[src/rtl/factorial_pkg.sv]
// Shared definitions for the factorial core arbiter: FSM encoding, default width, error value.
// Optional timeout support in the top level is enabled with FACT_ARB_TIMEOUT_EN.
package factorial_pkg;

  localparam int unsigned FACT_DW = 32;

  // Result returned to a requester whose job was abandoned by the timeout.
  localparam logic [FACT_DW-1:0] FACT_ERR_VAL = '1;

  typedef enum logic [1:0] {
    ST_IDLE  = 2'd0,
    ST_START = 2'd1,
    ST_WAIT  = 2'd2,
    ST_RESP  = 2'd3
  } fact_state_e;

endpackage

[src/rtl/factorial_arbiter_rr_picker.sv]
// Combinational round-robin picker: first set request strictly after ptr, wrapping.
// Returns both a one-hot grant and its index; any=0 when no request is set.
module rr_picker #(
  parameter int unsigned NREQ = 4,
  parameter int unsigned IW   = 2
) (
  input  logic [NREQ-1:0] req,
  input  logic [IW-1:0]   ptr,
  output logic [NREQ-1:0] grant_oh,
  output logic [IW-1:0]   grant_idx,
  output logic            any
);

  always_comb begin
    grant_oh  = '0;
    grant_idx = '0;
    any       = 1'b0;
    for (int unsigned k = 1; k <= NREQ; k++) begin
      int unsigned j;
      // Modulo keeps out-of-range pointer values harmless for non-power-of-two NREQ.
      j = (32'(ptr) + k) % NREQ;
      if (!any && req[j]) begin
        any         = 1'b1;
        grant_oh[j] = 1'b1;
        grant_idx   = IW'(j);
      end
    end
  end

endmodule

[src/rtl/factorial_arbiter.sv]
// Round-robin arbiter sharing one HLS factorial core between NREQ requesters, one job in flight.
// Define FACT_ARB_TIMEOUT_EN to add the WAIT-state timeout counter and the sticky timeout_err port.
module factorial_arbiter
  import factorial_pkg::*;
#(
  parameter int unsigned NREQ = 4,
  parameter int unsigned DW   = FACT_DW
`ifdef FACT_ARB_TIMEOUT_EN
  ,
  parameter int unsigned TIMEOUT_CYCLES = 1024
`endif
) (
  input  logic               ap_clk,
  input  logic               ap_rst,
  input  logic [NREQ-1:0]    req_valid,
  input  logic [NREQ*DW-1:0] req_num,
  output logic [NREQ-1:0]    req_ready,
  output logic [NREQ-1:0]    rsp_valid,
  output logic [DW-1:0]      rsp_data,
  input  logic [NREQ-1:0]    rsp_ready,
  output logic               core_start,
  output logic [DW-1:0]      core_num,
  input  logic               core_done,
  input  logic               core_idle,
  input  logic [DW-1:0]      core_return,
  output logic               busy
`ifdef FACT_ARB_TIMEOUT_EN
  ,
  output logic               timeout_err
`endif
);

  localparam int unsigned IW = (NREQ > 1) ? $clog2(NREQ) : 1;

  fact_state_e     state, state_nxt;
  logic [IW-1:0]   ptr;
  logic [IW-1:0]   grant;
  logic [IW-1:0]   pick_idx;
  logic [NREQ-1:0] pick_oh;
  logic            pick_any;
  logic [DW-1:0]   pick_num;
  logic            rsp_hs;
  logic            tmo_hit;

  rr_picker #(
    .NREQ (NREQ),
    .IW   (IW)
  ) u_picker (
    .req       (req_valid),
    .ptr       (ptr),
    .grant_oh  (pick_oh),
    .grant_idx (pick_idx),
    .any       (pick_any)
  );

  always_comb begin
    pick_num = '0;
    for (int unsigned i = 0; i < NREQ; i++) begin
      if (pick_oh[i]) pick_num = req_num[i*DW +: DW];
    end
  end

  assign rsp_hs = (state == ST_RESP) && rsp_ready[grant];

`ifdef FACT_ARB_TIMEOUT_EN
  localparam int unsigned TW = $clog2(TIMEOUT_CYCLES + 1);

  logic [TW-1:0] wait_cnt;
  logic          tmo_flag;

  // Counter sits at zero outside WAIT, so it is cleared on every WAIT entry.
  assign tmo_hit = (state == ST_WAIT) && !core_done &&
                   (wait_cnt == TW'(TIMEOUT_CYCLES - 1));

  always_ff @(posedge ap_clk or posedge ap_rst) begin
    if (ap_rst) begin
      wait_cnt <= '0;
      tmo_flag <= 1'b0;
    end else begin
      if (state != ST_WAIT) wait_cnt <= '0;
      else                  wait_cnt <= wait_cnt + 1'b1;
      if (tmo_hit) tmo_flag <= 1'b1;
    end
  end

  assign timeout_err = tmo_flag;
`else
  assign tmo_hit = 1'b0;
`endif

  always_ff @(posedge ap_clk or posedge ap_rst) begin
    if (ap_rst) state <= ST_IDLE;
    else        state <= state_nxt;
  end

  always_comb begin
    state_nxt = state;
    case (state)
      ST_IDLE:  if (pick_any)             state_nxt = ST_START;
      ST_START: if (core_idle)            state_nxt = ST_WAIT;
      ST_WAIT:  if (core_done || tmo_hit) state_nxt = ST_RESP;
      ST_RESP:  if (rsp_hs)               state_nxt = ST_IDLE;
      default:                            state_nxt = ST_IDLE;
    endcase
  end

  // req_ready is masked during reset so no requester sees an accept that never registers.
  always_comb begin
    req_ready  = '0;
    rsp_valid  = '0;
    core_start = 1'b0;
    busy       = (state != ST_IDLE);
    case (state)
      ST_IDLE:  if (!ap_rst) req_ready = pick_oh;
      ST_START: core_start = core_idle;
      ST_RESP:  rsp_valid[grant] = 1'b1;
      default:  ;
    endcase
  end

  always_ff @(posedge ap_clk or posedge ap_rst) begin
    if (ap_rst) begin
      ptr      <= IW'(NREQ - 1);
      grant    <= '0;
      core_num <= '0;
      rsp_data <= '0;
    end else begin
      if (state == ST_IDLE && pick_any) begin
        grant    <= pick_idx;
        core_num <= pick_num;
      end
      if (state == ST_WAIT) begin
        if (core_done)    rsp_data <= core_return;
        else if (tmo_hit) rsp_data <= '1;
      end
      if (rsp_hs) ptr <= grant;
    end
  end

endmodule
[config.mk]
export PLATFORM = sky130hd
export DESIGN_NAME = factorial_arbiter
export DESIGN_NICKNAME = d
export VERILOG_FILES = /design/src/rtl/factorial_pkg.sv /design/src/rtl/factorial_arbiter_rr_picker.sv /design/src/rtl/factorial_arbiter.sv
export SDC_FILE = /design/constraint.sdc
export NUM_CORES = 1
export LEC_CHECK = 0
export CAP_MARGIN = 0
export CORE_ASPECT_RATIO = 1.4
export CORE_MARGIN = 3
export CORE_UTILIZATION = 39
export CTS_CLUSTER_DIAMETER = 30
export CTS_CLUSTER_SIZE = 12
export DETAILED_ROUTE_END_ITERATION = 12
export GPL_TIMING_DRIVEN = 0
export PLACE_DENSITY = 0.81
export SETUP_SLACK_MARGIN = 0.2
export SYNTH_ARGS = -nofsm -noshare
export SYNTH_HDL_FRONTEND = slang
export SYNTH_HIERARCHICAL = 1
export SYNTH_SLANG_ARGS = --single-unit
[constraint.sdc]
create_clock -name ap_clk -period 4.6 [get_ports ap_clk]
set_input_delay 1.15 -clock ap_clk [delete_from_list [all_inputs] [get_ports ap_clk]]
set_output_delay 1.15 -clock ap_clk [all_outputs]
set_load 0.01 [all_outputs]
==> qor.yml, run 1 <==
run_status:
  status: "complete, no violations"
cells_and_area:
  diodes: 0
  fin_nets: 884
  drive_above_1_share_pct: 18.2
  design_area_sq_um: 7440
  layout_commonest_cell: "clkdlybuf4s50_1"
  filler_cell_count: 847
  final_cell_mix: "clkdlybuf4s50_1 (238), dfrtp_1 (68), nand2_1 (48)"
  area_growth_syn_to_layout_pct: 67.5
run:
  cap_viol_max_count: 0
grt:
  track_usage_pct: 25.5
  use_met2_pct: 48.1
  grtUsageMet1_pct: 27.6
  antenna_found_initial: 0
  use_met3_pct: 5.71
  grt_pass1_wl_microns: 24800
  grt_max_degree: 75
  grt-ovfl-total: 0
  first_global_vias: 4670
  busiest_layer: "met2"
sta:
  worst_slew_pin_slew_ns: 0.681
  maxSlewViolCount: 0
  finalCritPeriodShare_pct: 94.4
  clock_skew_ns: 0.00568
  fin_ws_ns: 0.257
  rsz0062_at_grt: "false"
  setup_violations: 0
  max_freq_mhz: 230
  hold_viol_final: 0
  period_minus_slack_ns: 4.34
  relSlewSlack_pct: 54.6
hold_path:
  hp-start: "rsp_data[0]"
  hp-class: "flip-flop to flip-flop"
yosys:
  synth_edf_count: 0
  synth_area_sq_um: 4440
  yosys_warnings: 6
  avgSynthCellArea_sq_um: 10.1
  synth_cells: 438
  ys_types: 47
  yosys_register_bits: 70
  synth.net_count: 623
  ys.flop_type: "dfrtp_1"
  synth-async-reset-ratio_pct: 100
  yosysSeqAreaShare_pct: 39.5
route:
  drtIter0Drc: 194
  drtAntennaViolNets: 0
  firstDrtPassIters: 4
  routed_via_density: 5.35
  drcViolationCount: 0
  via_count: 4518
  routed_wl_microns: 16500
  wire_per_inst_microns: 19.5
placement:
  dpl_cell_area_sq_um: 7050
  dpl.hpwl_microns: 13000
  dp_slack_ns: -0.910
  io_buffers: 243
  gp_congestion: 0.918
worst_setup_path:
  crit_path_end_kind: "primary output"
  r2r_slack_ns: 1.43
  slowest_delay_ns: 0.55
  cp_cell_sequence: "buf_2 > mux4_2 > buf_4 > nand2_1 > o21ai_1 > a221o_1 > buf_6 > buf_6 > and3_1 > dlygate4sd2_1"
  crit_top_cell: "buf_6"
  r2r-start: "ptr[0]"
  critPathMaxFanout: 10
  crit_type: "input port to primary output"
  crit_arrival_ns: 3.19
  cp.required_ns: 3.45
  critical_path.startpoint_type: "input port"
  crit_start: "req_valid[1]"
  slowest_stage: "mux4_2"
die:
  core.rowCount: 45
  start_util_pct: 40.4
  pin_count: 246
  fp.coreArea_sq_um: 11000
  dieArea_sq_um: 12700
  die_h_microns: 132
  die_width_microns: 96.2
power_and_ir_drop:
  ir_worst_vdd_mv: 0.445
  p_leak_nw: 3.10
  powerDensity_nw_per_um2: 755
cts:
  cts-root-buf: "clkbuf_16"
  clkTransAtPathRegs_ns: 0.06
  clock_path_buffers: 2
  cts_tree: "built"
  h-tree-depth: 3
  numCtsBuffers: 9
  clk_latency_ns: 0.33
  clock-sinks: 70
final timing paths:
check,to,cells after the start
worst min-delay path,rsp_data[0],1
max in group asynchronous,core_num[19],2
worst max-delay path,req_ready[2],10
worst max register to register,core_num[30],13
min in group asynchronous,rsp_data[10],2
worst min register to register,rsp_data[0],1
area by class of cell:
| cell class | count | area [sq um] | area share [%] |
|---|---|---|---|
| Clock buffer | 9 | 225 | 3.03 |
| Inverter | 44 | 170 | 2.29 |
| Clock inverter | 7 | 88.8 | 1.19 |
| Buffer | 35 | 251 | 3.38 |
| Tap cell | 141 | 176 | 2.37 |
| Sequential cell | 70 | 1750 | 23.6 |
| Multi-Input combinational cell | 288 | 2290 | 30.8 |
| Timing Repair Buffer | 251 | 2480 | 33.3 |
critical path: cells and delay by family:
family / cells / cell delay [ns]
buffers and inverters: 5 / 0.90
multiplexers: 1 / 0.55
AO/OA/AOI/OAI: 2 / 0.37
AND/OR/NAND/NOR: 2 / 0.21
flip-flops by register name (all words and copies together), names as in the netlist:
register	cells
state	2
ptr	2
rsp_data	32
core_num	32
grant	2
synth_stat cells (all sizes together), types with 2 or more instances:
| library cell | number | share of area (%) |
|---|---|---|
| dfrtp | 68 | 38 |
| nand2 | 48 | 4.1 |
| nor2 | 45 | 3.9 |
| inv | 44 | 3.7 |
| mux2 | 37 | 9.6 |
| a221oi | 34 | 6.8 |
| a31oi | 34 | 8.7 |
| a211o | 32 | 6.3 |
| buf | 26 | 4.3 |
| ha | 13 | 3.7 |
| clkbuf | 10 | 0.85 |
| o21ai | 8 | 0.90 |
| a21oi | 5 | 0.65 |
| a221o | 4 | 0.90 |
| and3 | 4 | 0.56 |
| mux2i | 4 | 1.2 |
| nor2b | 3 | 0.59 |
| a211oi | 2 | 0.62 |
| a21boi | 2 | 0.34 |
| dfstp | 2 | 1.2 |
| nand2b | 2 | 0.28 |
per-layer routing:
| metal | wire length (microns) | vias up |
|---|---|---|
| met5 | 0 | - |
| met4 | 312 | 0 |
| met3 | 927 | 22 |
| met2 | 9190 | 167 |
| met1 | 6040 | 2213 |
| li1 | - | 2116 |
what timing repair did:
action | CTS | global route
hold buffers | 0 | 0
endpoints found under the hold margin | 0 | 0
pin swaps | 1 | 0
setup buffers | 6 | 2
gates resized for setup | 19 | 3
setup endpoints to repair | 4 | 3
logic make-up after synthesis:
kind of cell             count (synthesis)  share of synthesized area (%)
AO/OA/AOI/OAI                          126                           26.7
flip-flops                              70                           39.5
adder cells (fa/ha/maj)                 13                           3.66
AND/OR/NAND/NOR                        107                           10.1
multiplexers                            42                           11.2
buffers and inverters                   80                           8.88
through the flow:
stage / setup TNS [ns] / hold WS (ns) / std cells / power (W) / utilization, %
finish: 0 / 0.505 / 845 / 0.00561 / 67.7
global route: 0 / 0.516 / 845 / 0.00599 / 67.7
CTS: 0 / 0.507 / 843 / 0.00562 / 67.5
detailed placement: -2.37 / 0.492 / 822 / 0.00483 / 64.2
global placement: -4.62 / 0.486 / 822 / 0.00471 / 64.2
floorplan: 0 / 0.517 / 438 / 0.00342 / -
power by group:
part / leakage, nW / switching [W] / internal (W) / total, W
Sequential: 0.810 / 0.000185 / 0.000953 / 0.00114
Clock: 0.152 / 0.000297 / 0.000434 / 0.000731
Combinational: 2.14 / 0.00187 / 0.00188 / 0.00374
Total: 3.10 / 0.00235 / 0.00326 / 0.00561
Power figures use the tool's default switching activity.
==> inputs of run 2 (changes only) <==
--- a/config.mk
+++ b/config.mk
@@ -8,12 +8,12 @@
 export CAP_MARGIN = 0
 export CORE_ASPECT_RATIO = 1.4
 export CORE_MARGIN = 3
-export CORE_UTILIZATION = 39
+export CORE_UTILIZATION = 36
 export CTS_CLUSTER_DIAMETER = 30
 export CTS_CLUSTER_SIZE = 12
 export DETAILED_ROUTE_END_ITERATION = 12
 export GPL_TIMING_DRIVEN = 0
-export PLACE_DENSITY = 0.81
+export PLACE_DENSITY = 0.79
 export SETUP_SLACK_MARGIN = 0.2
 export SYNTH_ARGS = -nofsm -noshare
 export SYNTH_HDL_FRONTEND = slang
==> constraint.sdc (replaced) <==
create_clock -name ap_clk -period 3.6 [get_ports ap_clk]
set_input_delay 0.9 -clock ap_clk [delete_from_list [all_inputs] [get_ports ap_clk]]
set_output_delay 0.9 -clock ap_clk [all_outputs]
set_load 0.01 [all_outputs]
==> qor.yml, run 2 (same netlist as run 1, synthesis figures left out) <==
grt:
  grt_max_degree: 34
  grt-ovfl-total: 0
  grt_pass1_wl_microns: 25600
  antenna_found_initial: 0
  track_usage_pct: 24.4
  first_global_vias: 4628
worst_setup_path:
  crit_start: "ptr[0]"
  crit_end: "req_ready[3]"
  critPathMaxFanout: 8
  r2r-start: "ptr[0]"
  r2r_cells: 16
  cp.required_ns: 2.70
  crit_arrival_ns: 2.70
  critical_path.startpoint_type: "flip-flop"
  r2r_slack_ns: 0.31
  crit_type: "flip-flop to primary output"
  crit_path_end_kind: "primary output"
  r2r-end: "core_num[1]"
cells_and_area:
  fin_nets: 899
  layout_commonest_cell: "clkdlybuf4s50_1"
  area_growth_syn_to_layout_pct: 73.5
  final_cell_mix: "clkdlybuf4s50_1 (237), dfrtp_1 (68), nand2_1 (47)"
  diodes: 0
  filler_cell_count: 949
  final_util_pct: 64.5
  design_area_sq_um: 7700
  drive_above_1_share_pct: 22.0
  top_regs: "core_num (32), rsp_data (32)"
run:
  cap_viol_max_count: 0
route:
  routed_via_density: 5.33
  via_count: 4620
  firstDrtPassIters: 7
  wire_per_inst_microns: 19.8
  drtAntennaViolNets: 0
  drtIter0Drc: 164
  drcViolationCount: 0
  routed_wl_microns: 17100
sta:
  max_freq_mhz: 278
  rsz0062_at_grt: "true"
  worst_slew_pin_slew_ns: 1.17
  period_minus_slack_ns: 3.60
  finalCritPeriodShare_pct: 100
  clock_skew_ns: 0.00632
  maxSlewViolCount: 0
  fin_ws_ns: -0.00230
  finalSetupTns_ns: -0.00230
  holdWs_ns: 0.504
  setup_violations: 1
  relSlewSlack_pct: 21.8
  hold_viol_final: 0
cts:
  h-tree-depth: 3
  numCtsBuffers: 9
  cts-root-buf: "clkbuf_16"
  clkTransAtPathRegs_ns: 0.06
  clk_latency_ns: 0.33
  clock_path_buffers: 2
  cts_tree: "built"
  clock-sinks: 70
placement:
  io_buffers: 243
  dpl_cell_area_sq_um: 7090
  gp_congestion: 0.836
  dpl.hpwl_microns: 12900
die:
  die_h_microns: 137
  fp.coreArea_sq_um: 11900
  pin_count: 246
  core.rowCount: 47
  start_util_pct: 37.2
  die_width_microns: 99.9
  dieArea_sq_um: 13700
hold_path:
  hp-class: "flip-flop to flip-flop"
power_and_ir_drop:
  finalPower_w: 0.00760
  ir_worst_vdd_mv: 0.483
  powerDensity_nw_per_um2: 986
  p_leak_nw: 3.19
run_status:
  violations: "setup timing"
  status: "complete, but fails checks"
-- run 2: changes by cell type in the layout (fill, tap and decap cells not counted), moves of 2 or more --
cell           previous run  this run
buf_6                     9        16
dlygate4sd2_1             3         0
and3_4                    0         4
and3_1                    4         0
clkinvlp_2                0         2
inv_8                     3         1
buf_4                     9        16
buf_8                     3         6
-- run 2: cell type report --
| cell class | count | area (sq um) | share of cell area, % |
|---|---|---|---|
| buffer | 36 | 278 | 3.61 |
| clock buffer | 10 | 239 | 3.10 |
| clock inverter | 6 | 91.3 | 1.19 |
| inverter | 44 | 176 | 2.29 |
| multi-input combinational | 288 | 2360 | 30.7 |
| sequential | 70 | 1750 | 22.8 |
| tap | 147 | 184 | 2.39 |
| timing repair buffer | 263 | 2610 | 33.8 |
| timing repair inverter | 2 | 10.0 | 0.130 |
-- run 2: worst min-delay path by stage --
stage                   endpoint          from  cells past startpoint
floorplan                 ptr[0]      grant[0]                      2
global placement    rsp_data[24]  rsp_data[24]                      1
detailed placement  rsp_data[11]  rsp_data[11]                      1
CTS                 rsp_data[11]  rsp_data[11]                      1
global route        rsp_data[11]  rsp_data[11]                      1
finish              rsp_data[11]  rsp_data[11]                      1
-- run 2: metrics by stage --
step,setup WS [ns],cells
2_1_floorplan,0.205,438
3_3_place_gp,-1.11,828
3_5_place_dp,-1.08,829
4_1_cts,0.0355,864
5_1_grt,-0.0558,866
6_report,-0.00230,866
-- run 2: what timing repair did --
item,CTS,global route
setup buffers,17,2
setup endpoints to repair,5,4
hold buffers,0,0
gates cloned,2,0
pin swaps,10,3
gates resized for setup,52,9
-- run 2: report_power, final --
part           internal (W)  leakage, nW  total, W  switching (W)
Sequential          0.00122        0.810   0.00146       0.000240
Combinational       0.00263         2.22   0.00515        0.00252
Clock              0.000632        0.164  0.000990       0.000358
Total               0.00448         3.19   0.00760        0.00312
-- run 2: worst max-delay path: stages (launching register included) --
cell	delay, ns
dfstp_2	0.57
buf_6	0.13
inv_8	0.03
ha_4	0.24
buf_6	0.12
mux2i_4	0.34
o21ai_2	0.08
a221o_1	0.30
buf_6	0.14
buf_8	0.11
and3_4	0.17
buf_6	0.12
-- run 2: per-layer routing --
metal	wire, microns	track usage [%]
met5	0	0
met2	9310	44.6
met4	529	8.96
met1	6260	27.8
met3	1030	5.07
